[config.mk]
export PLATFORM = sky130hd
export DESIGN_NAME = npu_relu_piso
export DESIGN_NICKNAME = d
export VERILOG_FILES = /design/src/rtl/npu_out_pkg.sv /design/src/rtl/npu_relu_sat_lane.sv /design/src/rtl/npu_relu_piso.sv
export SDC_FILE = /design/constraint.sdc
export NUM_CORES = 1
export LEC_CHECK = 0
export BUFFER_PORTS_ARGS = -buffer_cell sky130_fd_sc_hd__buf_2
export CAP_MARGIN = 15
export CELL_PAD_IN_SITES_DETAIL_PLACEMENT = 1
export CELL_PAD_IN_SITES_GLOBAL_PLACEMENT = 2
export CORE_ASPECT_RATIO = 1.4
export CORE_UTILIZATION = 34
export CTS_CLUSTER_DIAMETER = 50
export DETAILED_ROUTE_END_ITERATION = 10
export GPL_TIMING_DRIVEN = 0
export HOLD_SLACK_MARGIN = 0.03
export PLACE_DENSITY_LB_ADDON = 0.1
export SKIP_CTS_REPAIR_TIMING = 1
export SLEW_MARGIN = 10
export SYNTH_ARGS = -nofsm -noshare
export SYNTH_HDL_FRONTEND = slang
export SYNTH_HIERARCHICAL = 1
export SYNTH_SLANG_ARGS = --single-unit
[constraint.sdc]
create_clock -name clk -period 6.25 [get_ports clk]
set_input_delay 0.625 -clock clk [delete_from_list [all_inputs] [get_ports clk]]
set_output_delay 0.625 -clock clk [all_outputs]
set_load 0.02 [all_outputs]
[src/rtl/npu_out_pkg.sv]
// Shared constants and helpers for the NPU output stage.
// Default geometry of the ReLU / quantise / serialise path.
package npu_out_pkg;

    localparam int N_LANES_D = 8;
    localparam int ACC_W_D   = 24;
    localparam int OUT_W_D   = 8;
    localparam int SHIFT_D   = 8;

    function automatic int out_max(input int w);
        return (1 << w) - 1;
    endfunction

endpackage

[src/rtl/npu_relu_sat_lane.sv]
// One lane of the output transform: ReLU, arithmetic shift, saturate.
// Purely combinational; instantiated once per MAC lane.
import npu_out_pkg::*;

module npu_relu_sat_lane #(
    parameter int ACC_W = ACC_W_D,
    parameter int OUT_W = OUT_W_D,
    parameter int SHIFT = SHIFT_D
) (
    input  logic [ACC_W-1:0] i_acc,
    output logic [OUT_W-1:0] o_q
);

    localparam logic [ACC_W-1:0] SAT = ACC_W'(out_max(OUT_W));

    logic [ACC_W-1:0] w_shr;

    // negatives are zeroed below, so a logical shift is enough here
    assign w_shr = i_acc >> SHIFT;

    always_comb begin
        o_q = w_shr[OUT_W-1:0];
        if (i_acc[ACC_W-1]) begin
            o_q = '0;
        end else if (w_shr > SAT) begin
            o_q = '1;
        end
    end

endmodule

[src/rtl/npu_relu_piso.sv]
// NPU output stage: capture, ReLU-quantise, ping-pong buffer and
// serialise accumulator vectors over a valid/ready stream.
import npu_out_pkg::*;

module npu_relu_piso #(
    parameter int N_LANES = N_LANES_D,
    parameter int ACC_W   = ACC_W_D,
    parameter int OUT_W   = OUT_W_D,
    parameter int SHIFT   = SHIFT_D
) (
    input  logic                     clk,
    input  logic                     reset,
    input  logic                     enable,
    input  logic                     EN_ReLU,
    input  logic                     CLR_PISO_OUT,
    input  logic [N_LANES*ACC_W-1:0] acc_in,
    input  logic                     out_ready,
    output logic                     out_valid,
    output logic [OUT_W-1:0]         out_data,
    output logic                     out_last,
    output logic                     OUT_DONE,
    output logic                     err_overflow
);

    localparam int LW = $clog2(N_LANES);
    localparam int VW = N_LANES * OUT_W;
    localparam logic [LW-1:0] LAST = LW'(N_LANES - 1);

    logic [VW-1:0]    w_q;
    logic [VW-1:0]    r_buf [2];
    logic             r_wp;
    logic             r_rp;
    logic [1:0]       r_count;
    logic [LW-1:0]    r_lane;
    logic [OUT_W-1:0] r_data;
    logic             r_last;
    logic             r_err;

    logic [VW-1:0]    w_cur;
    logic [VW-1:0]    w_nxt;
    logic [LW-1:0]    w_lane_nx;
    logic             w_valid;
    logic             w_fire;
    logic             w_last_lane;
    logic             w_pop_last;
    logic             w_cap_req;
    logic             w_full;
    logic             w_cap;

    for (genvar g = 0; g < N_LANES; g++) begin : g_lane
        npu_relu_sat_lane #(
            .ACC_W (ACC_W),
            .OUT_W (OUT_W),
            .SHIFT (SHIFT)
        ) u_lane (
            .i_acc (acc_in[g*ACC_W +: ACC_W]),
            .o_q   (w_q[g*OUT_W +: OUT_W])
        );
    end

    assign w_cur       = r_buf[r_rp];
    assign w_nxt       = r_buf[~r_rp];
    assign w_lane_nx   = r_lane + 1'b1;
    assign w_valid     = (r_count != 2'd0);
    assign w_fire      = enable & w_valid & out_ready;
    assign w_last_lane = (r_lane == LAST);
    assign w_pop_last  = w_fire & w_last_lane;
    assign w_cap_req   = enable & EN_ReLU & ~CLR_PISO_OUT;
    // a final-lane pop frees the slot in the same cycle
    assign w_full      = (r_count == 2'd2) & ~w_pop_last;
    assign w_cap       = w_cap_req & ~w_full;

    always_ff @(posedge clk or posedge reset) begin
        if (reset) begin
            r_buf[0] <= '0;
            r_buf[1] <= '0;
            r_wp     <= 1'b0;
            r_rp     <= 1'b0;
            r_count  <= 2'd0;
            r_lane   <= '0;
            r_data   <= '0;
            r_last   <= 1'b0;
            r_err    <= 1'b0;
        end else if (enable) begin
            if (CLR_PISO_OUT) begin
                r_wp    <= 1'b0;
                r_rp    <= 1'b0;
                r_count <= 2'd0;
                r_lane  <= '0;
                r_data  <= '0;
                r_last  <= 1'b0;
                r_err   <= 1'b0;
            end else begin
                if (w_cap) begin
                    r_buf[r_wp] <= w_q;
                    r_wp        <= ~r_wp;
                end
                if (w_cap_req && w_full) begin
                    r_err <= 1'b1;
                end
                case ({w_cap, w_pop_last})
                    2'b10:   r_count <= r_count + 2'd1;
                    2'b01:   r_count <= r_count - 2'd1;
                    default: r_count <= r_count;
                endcase
                if (w_fire) begin
                    if (w_last_lane) begin
                        r_lane <= '0;
                        r_rp   <= ~r_rp;
                        r_last <= 1'b0;
                        // with one entry left, the next vector can only be
                        // the one being captured right now
                        r_data <= (r_count == 2'd1) ? w_q[OUT_W-1:0]
                                                    : w_nxt[OUT_W-1:0];
                    end else begin
                        r_lane <= w_lane_nx;
                        r_data <= w_cur[w_lane_nx*OUT_W +: OUT_W];
                        r_last <= (w_lane_nx == LAST);
                    end
                end else if (w_cap && r_count == 2'd0) begin
                    r_data <= w_q[OUT_W-1:0];
                    r_last <= 1'b0;
                end
            end
        end
    end

    assign out_valid    = w_valid;
    assign out_data     = r_data;
    assign out_last     = r_last;
    assign OUT_DONE     = (r_count == 2'd0);
    assign err_overflow = r_err;

endmodule
==> Yosys cells after proc, flatten, opt, wreduce, memory -nomap -nowiden <==
Cells that the tools add are included.
{ "word_totals": {"output_inout_bits": 12, "register_bits": 145, "wordCells": 110, "in_bits": 198} }
{ "classes": {"addsub": 3, "reduce_logical": 18, "muxes": 46, "bitwise_logic": 15, "order_cmp": 12, "n_eq_ne": 6, "n_shift": 1} }
{ "ops": {"columns": ["op", "n"], "rows": [
  ["$mux W64", 4],
  ["$mux W8", 24],
  ["$bwmux W128", 1],
  ["$gt A16 B8 Y1 const B", 8],
  ["$demux W64 S1", 1],
  ["$shiftx A64 B7 Y8", 1],
  ["$mux W1", 11],
  ["$reduce_and A2 Y1", 5],
  ["$reduce_bool A2 Y1", 5],
  ["$mux W3", 3],
  ["$and A1 B1 Y1", 7],
  ["$eq A3 B3 Y1 const B", 2],
  ["$ge A2 B2 Y1 const B", 3],
  ["$not A1 Y2", 3],
  ["$reduce_and A3 Y1", 2],
  ["$reduce_bool A3 Y1", 2],
  ["$not A1 Y1", 5],
  ["$eq A2 B1 Y1 const B", 2],
  ["$eq A2 B2 Y1 const B", 2],
  ["$pmux W2 S2", 1],
  ["$add A3 B1 Y3 const B", 1],
  ["$logic_and A1 B1 Y1", 3],
  ["$add A2 B1 Y2 const B", 1],
  ["$logic_not A2 Y1", 1],
  ["3 further kinds", 3]
]} }

==> Logic depth before layout (Yosys ltp) <==
{ "depth": {"ltp_word": 12, "mapped_depth": 9, "ltp_nobuf": 7} }

==> Cells and area by module <==
The synthesis kept the hierarchy.
{ "by_module_without_submodules": {"columns": ["module", "area_per_inst_um2", "instances", "cells_per_inst", "seq_area_each_um2"], "rows": [
  ["npu_relu_piso", 7282.0, 1, 560, 3628.5],
  ["npu_relu_sat_lane", 112.6, 8, 20, 0.0]
]} }

==> Worst setup path before layout <==
No wires, ideal clock.
{ "synth_timing": {"path_kind": "flip-flop to flip-flop", "startpoint": "register r_count[0]", "endpoint": "register r_buf[64] (netlist bit)", "path_stages_with_launch": 9, "synth_period_minus_slack_ns": 2.135, "setup_time_ns": 0.128, "setup_slack_ns": 4.115, "arrival_time_ns": 2.007, "required_ns": 6.122, "n_path_buf": 2, "path_cell_list": "dfrtp_1 > inv_1 > ha_1 > nand4b_2 > a21boi_2 > and4bb_1 > buf_6 > buf_6 > mux2_1"} }
{ "synth_via": {"elab_chain_cells": 9, "elab_cells_between_ends": 10, "classes_between": "eq/ne: 1; bitwise: 7; reduce/logical: 2"} }
{ "synth_lines": {"columns": ["element", "line", "source"], "rows": [
  ["start, declared", "npu_relu_piso.sv:33", "logic [1:0] r_count;"],
  ["start signal, assigned", "npu_relu_piso.sv:102", "2'b10: r_count <= r_count + 2'd1;"],
  ["start signal, assigned", "npu_relu_piso.sv:103", "2'b01: r_count <= r_count - 2'd1;"],
  ["start signal, assigned", "npu_relu_piso.sv:104", "default: r_count <= r_count;"],
  ["$reduce_bool A2 Y1", "npu_relu_piso.sv:64", "assign w_valid = (r_count != 2'd0);"],
  ["$and A1 B1 Y1 (2 in a row)", "npu_relu_piso.sv:65", "assign w_fire = enable & w_valid & out_ready;"],
  ["$and A1 B1 Y1", "npu_relu_piso.sv:67", "assign w_pop_last = w_fire & w_last_lane;"],
  ["$not A1 Y1", "npu_relu_piso.sv:70", "assign w_full = (r_count == 2'd2) & ~w_pop_last;"],
  ["$and A1 B1 Y1 (*)", "npu_relu_piso.sv:70", null],
  ["$not A1 Y1 (*)", "npu_relu_piso.sv:71", "assign w_cap = w_cap_req & ~w_full;"],
  ["$and A1 B1 Y1 (*)", "npu_relu_piso.sv:71", null],
  ["$reduce_and A3 Y1 (no source line) (*)", null, null],
  ["end signal, assigned by index", "npu_relu_piso.sv:95", "r_buf[r_wp] <= w_q;"],
  ["end, declared", "npu_relu_piso.sv:30", "logic [VW-1:0] r_buf [2];"]
]} }
Mark *: on every way between the ends. The rest lies on a longest branch, timed or not.
A chain may end at the register's enable or synchronous reset.

==> Final worst setup path <==
{ "layout_timing": {"startpoint": "register r_lane[0]", "endpoint": "register r_buf[72] (netlist bit)"} }
{ "layout_via": {"elab_chain_cells": 7} }
{ "layout_lines": {"columns": ["element", "line", "source"], "rows": [
  ["start, declared", "npu_relu_piso.sv:34", "logic [LW-1:0] r_lane;"],
  ["start signal, assigned", "npu_relu_piso.sv:116", "r_lane <= w_lane_nx;"],
  ["$eq A3 B3 Y1", "npu_relu_piso.sv:66", "assign w_last_lane = (r_lane == LAST);"],
  ["$and A1 B1 Y1", "npu_relu_piso.sv:67", null],
  ["$not A1 Y1", "npu_relu_piso.sv:70", null],
  ["$and A1 B1 Y1", "npu_relu_piso.sv:70", null],
  ["$not A1 Y1", "npu_relu_piso.sv:71", null],
  ["$and A1 B1 Y1", "npu_relu_piso.sv:71", null],
  ["$reduce_and A3 Y1 (no source line)", null, null]
]} }
No other way between the ends.

==> reports/qor.yml <==
outcome:
  status: "finished, final reports clean"
critical_path:
  path_cells: "ha_1 -> ha_1 -> nand4b_2 -> a21boi_2 -> and4bb_1 -> buf_6 -> buf_6 -> mux2_1"
  critPathKind: "flop to flop"
  critical_path.max_stage_delay_ns: 0.46
  slowest_stage: "dfrtp_1"
  worst_setup_path_start_kind: "flop"
  cp.arrival_ns: 2.84
  crit_path_end_kind: "flop"
  worst_ep_required_time_ns: 6.55
  worst-path-max-fanout: 10
synthesis:
  yosysTopAreaCell: "dfrtp_1"
  syn-instance-count: 720
  synth.most_common_cell: "dfrtp_1"
  ys_types: 39
  synthArstFlopShare_pct: 100
  ys_seq_area_share_pct: 44.3
  postSynthAreaPerCell_sq_um: 11.4
  synth.top_cells.by_count: "145 x dfrtp_1, 77 x nor2_1, 72 x mux2i_1, 64 x a31oi_1, 60 x mux2_4"
  synth-main-ff-cell: "dfrtp_1"
  synth_seq_cells: 145
  synth_warnings: 6
  yosys.area.top_type_share_pct: 44.3
  syn_area_sq_um: 8180
  synth.area.top_cells: "dfrtp_1 44%, mux2_4 11%, mux2i_1 8.8%"
  syn_nets: 924
  synth_edf_count: 0
clocking:
  numCtsBuffers: 17
  cts.clk_slew.worst_paths_ns: 0.06
  cts_tree: "built"
  cts.sinks: 145
  clockBufferDepth: 2
  clock_latency_ns: 0.43
  clockRootBuffer: "clkbuf_16"
  htree_levels: 4
floorplanning:
  die_x_um: 133
  die-area_sq_um: 24700
  row_count: 66
  die_y_um: 186
  io_pins: 210
  coreArea_sq_um: 23500
  start_util_pct: 34.9
routing:
  wl_per_cell_um: 19.6
  dr.first_iter.drc_count: 197
  vias_per_cell: 5.18
  num_vias: 6143
  dr.pass1.iters: 4
  drc: 0
  routed_wl_mm: 23.3
  ant_nets: 0
timing:
  clock_skew_ns: 0.00816
  tns_ns: 0
  hold_violations: 0
  setup_viol: 0
  min_period_over_period_pct: 40.5
  fin_crit_ns: 2.53
  slew_viol_final: 0
  fin_hold_ws_ns: 0.136
  relSlewSlack_pct: 53.9
  tightest_slew_ns: 0.688
  max_freq_ghz: 0.395
  rsz0062_at_grt: "no"
final_layout:
  finalNetCount: 1073
  design_area_sq_um: 9910
  drive_gt1_share_pct: 31.6
  syn_to_final_growth_pct: 21.1
  final_cells: 1187
  diodes: 0
global_route:
  grt_overflow_total: 0
  antenna_found_initial: 0
  grt_max_degree: 121
  grt_pass1_wl_mm: 37.1
  grt_pass1_vias: 6749
  track_usage_pct: 19.8
placed_design:
  gp_congestion: 0.793
  io_buffers: 129
  place_inst: 1156
  dp_hpwl_mm: 18.0
  placed_cell_area_sq_um: 9250
flow_run:
  cap_violations: 0
power:
  peakVddDrop_uv: 209
  fin_total_pwr_mw: 4.15
  power_density_nw_per_um2: 419
  power_leakage_nw: 4.53
hold_path:
  hold_path.class: "input port to async pin"
power by group:
part	switching (mW)	leakage (nW)	total, mW	internal [mW]
clock network	0.405	0.315	1.16	0.750
logic	0.679	2.43	1.38	0.705
registers	0.246	1.78	1.61	1.36
total	1.33	4.53	4.15	2.82
layer usage:
metal  track usage, %  vias to the layer above  wire (um)
met2             38.1                      116      12800
met5                0                        -          0
met4             7.41                        0        482
met1             22.0                     3083       9170
li1                 -                     2916          -
met3             2.75                       28        768
worst max-delay path, delay by kind of cell, from the launching register on:
| family | cells | cell delay [ns] |
|---|---|---|
| buf+inv | 2 | 0.41 |
| mux | 1 | 0.35 |
| compound gates | 1 | 0.21 |
| fa+ha+maj | 2 | 0.45 |
| simple gates | 2 | 0.53 |
| flops | 1 | 0.46 |
cells in the final DEF, fill, tap and decap left out, drive strengths merged, types with 2 or more instances in the layout:
master and count:
bufinv 6, buf 165, a21o 2, nor4 8, o21ai 29, mux2i 72
o22ai 2, and3 8, nand2 37, nand4b 2, nor2b 4, nor2 77
and2 2, a22oi 16, clkbuf 38, a31oi 64, ha 6, a21oi 27
clkinvlp 2, mux2 130, dfrtp 145, nand3 16, inv 11
flip-flops by register name, summed over array words and instances, names as in the netlist:
signal,count
out_data,8
err_overflow,1
r_lane,3
r_rp,1
r_wp,1
r_buf,128
r_count,2
out_last,1
cell families after synthesis:
group,share of synthesized area (%)
muxes,29.4
buffers and inverters,4.36
DFF,44.3
AOI/OAI and AO/OA,10.7
and+or+nand+nor,10.1
xor gates and xnor gates,0.107
adders and majority gates,0.917
layout make-up:
| cell class | count | area [sq um] |
|---|---|---|
| clock inverters | 12 | 230 |
| clock buffers | 19 | 433 |
| flip-flops and latches | 145 | 3630 |
| multi-input cells | 513 | 4200 |
| repair buffers | 130 | 673 |
| fillers | 2624 | 13500 |
| plain buffers | 54 | 327 |
| inverters | 8 | 37.5 |
| well taps | 306 | 383 |
stage by stage:
stage	util [%]	setup slack [ns]
CTS	42.3	3.65
global route	42.3	3.55
finish	42.3	3.72
detailed placement	39.4	3.67
floorplan	-	1.73
global placement	39.3	0.105
path summary, 6_finish.rpt:
check	from	to	slack [ns]	cells after the start
max in group asynchronous	reset	r_buf[92]	5.23	3
worst max-delay path	r_lane[0]	r_buf[72]	3.72	8
min in group clk	r_buf[119]	r_buf[119]	0.48	1
worst max register to register	r_lane[0]	r_buf[72]	3.72	8
worst min register to register	r_buf[119]	r_buf[119]	0.48	1
worst min-delay path	reset	out_data[2]	0.14	2
Power figures use the tool's default switching activity.
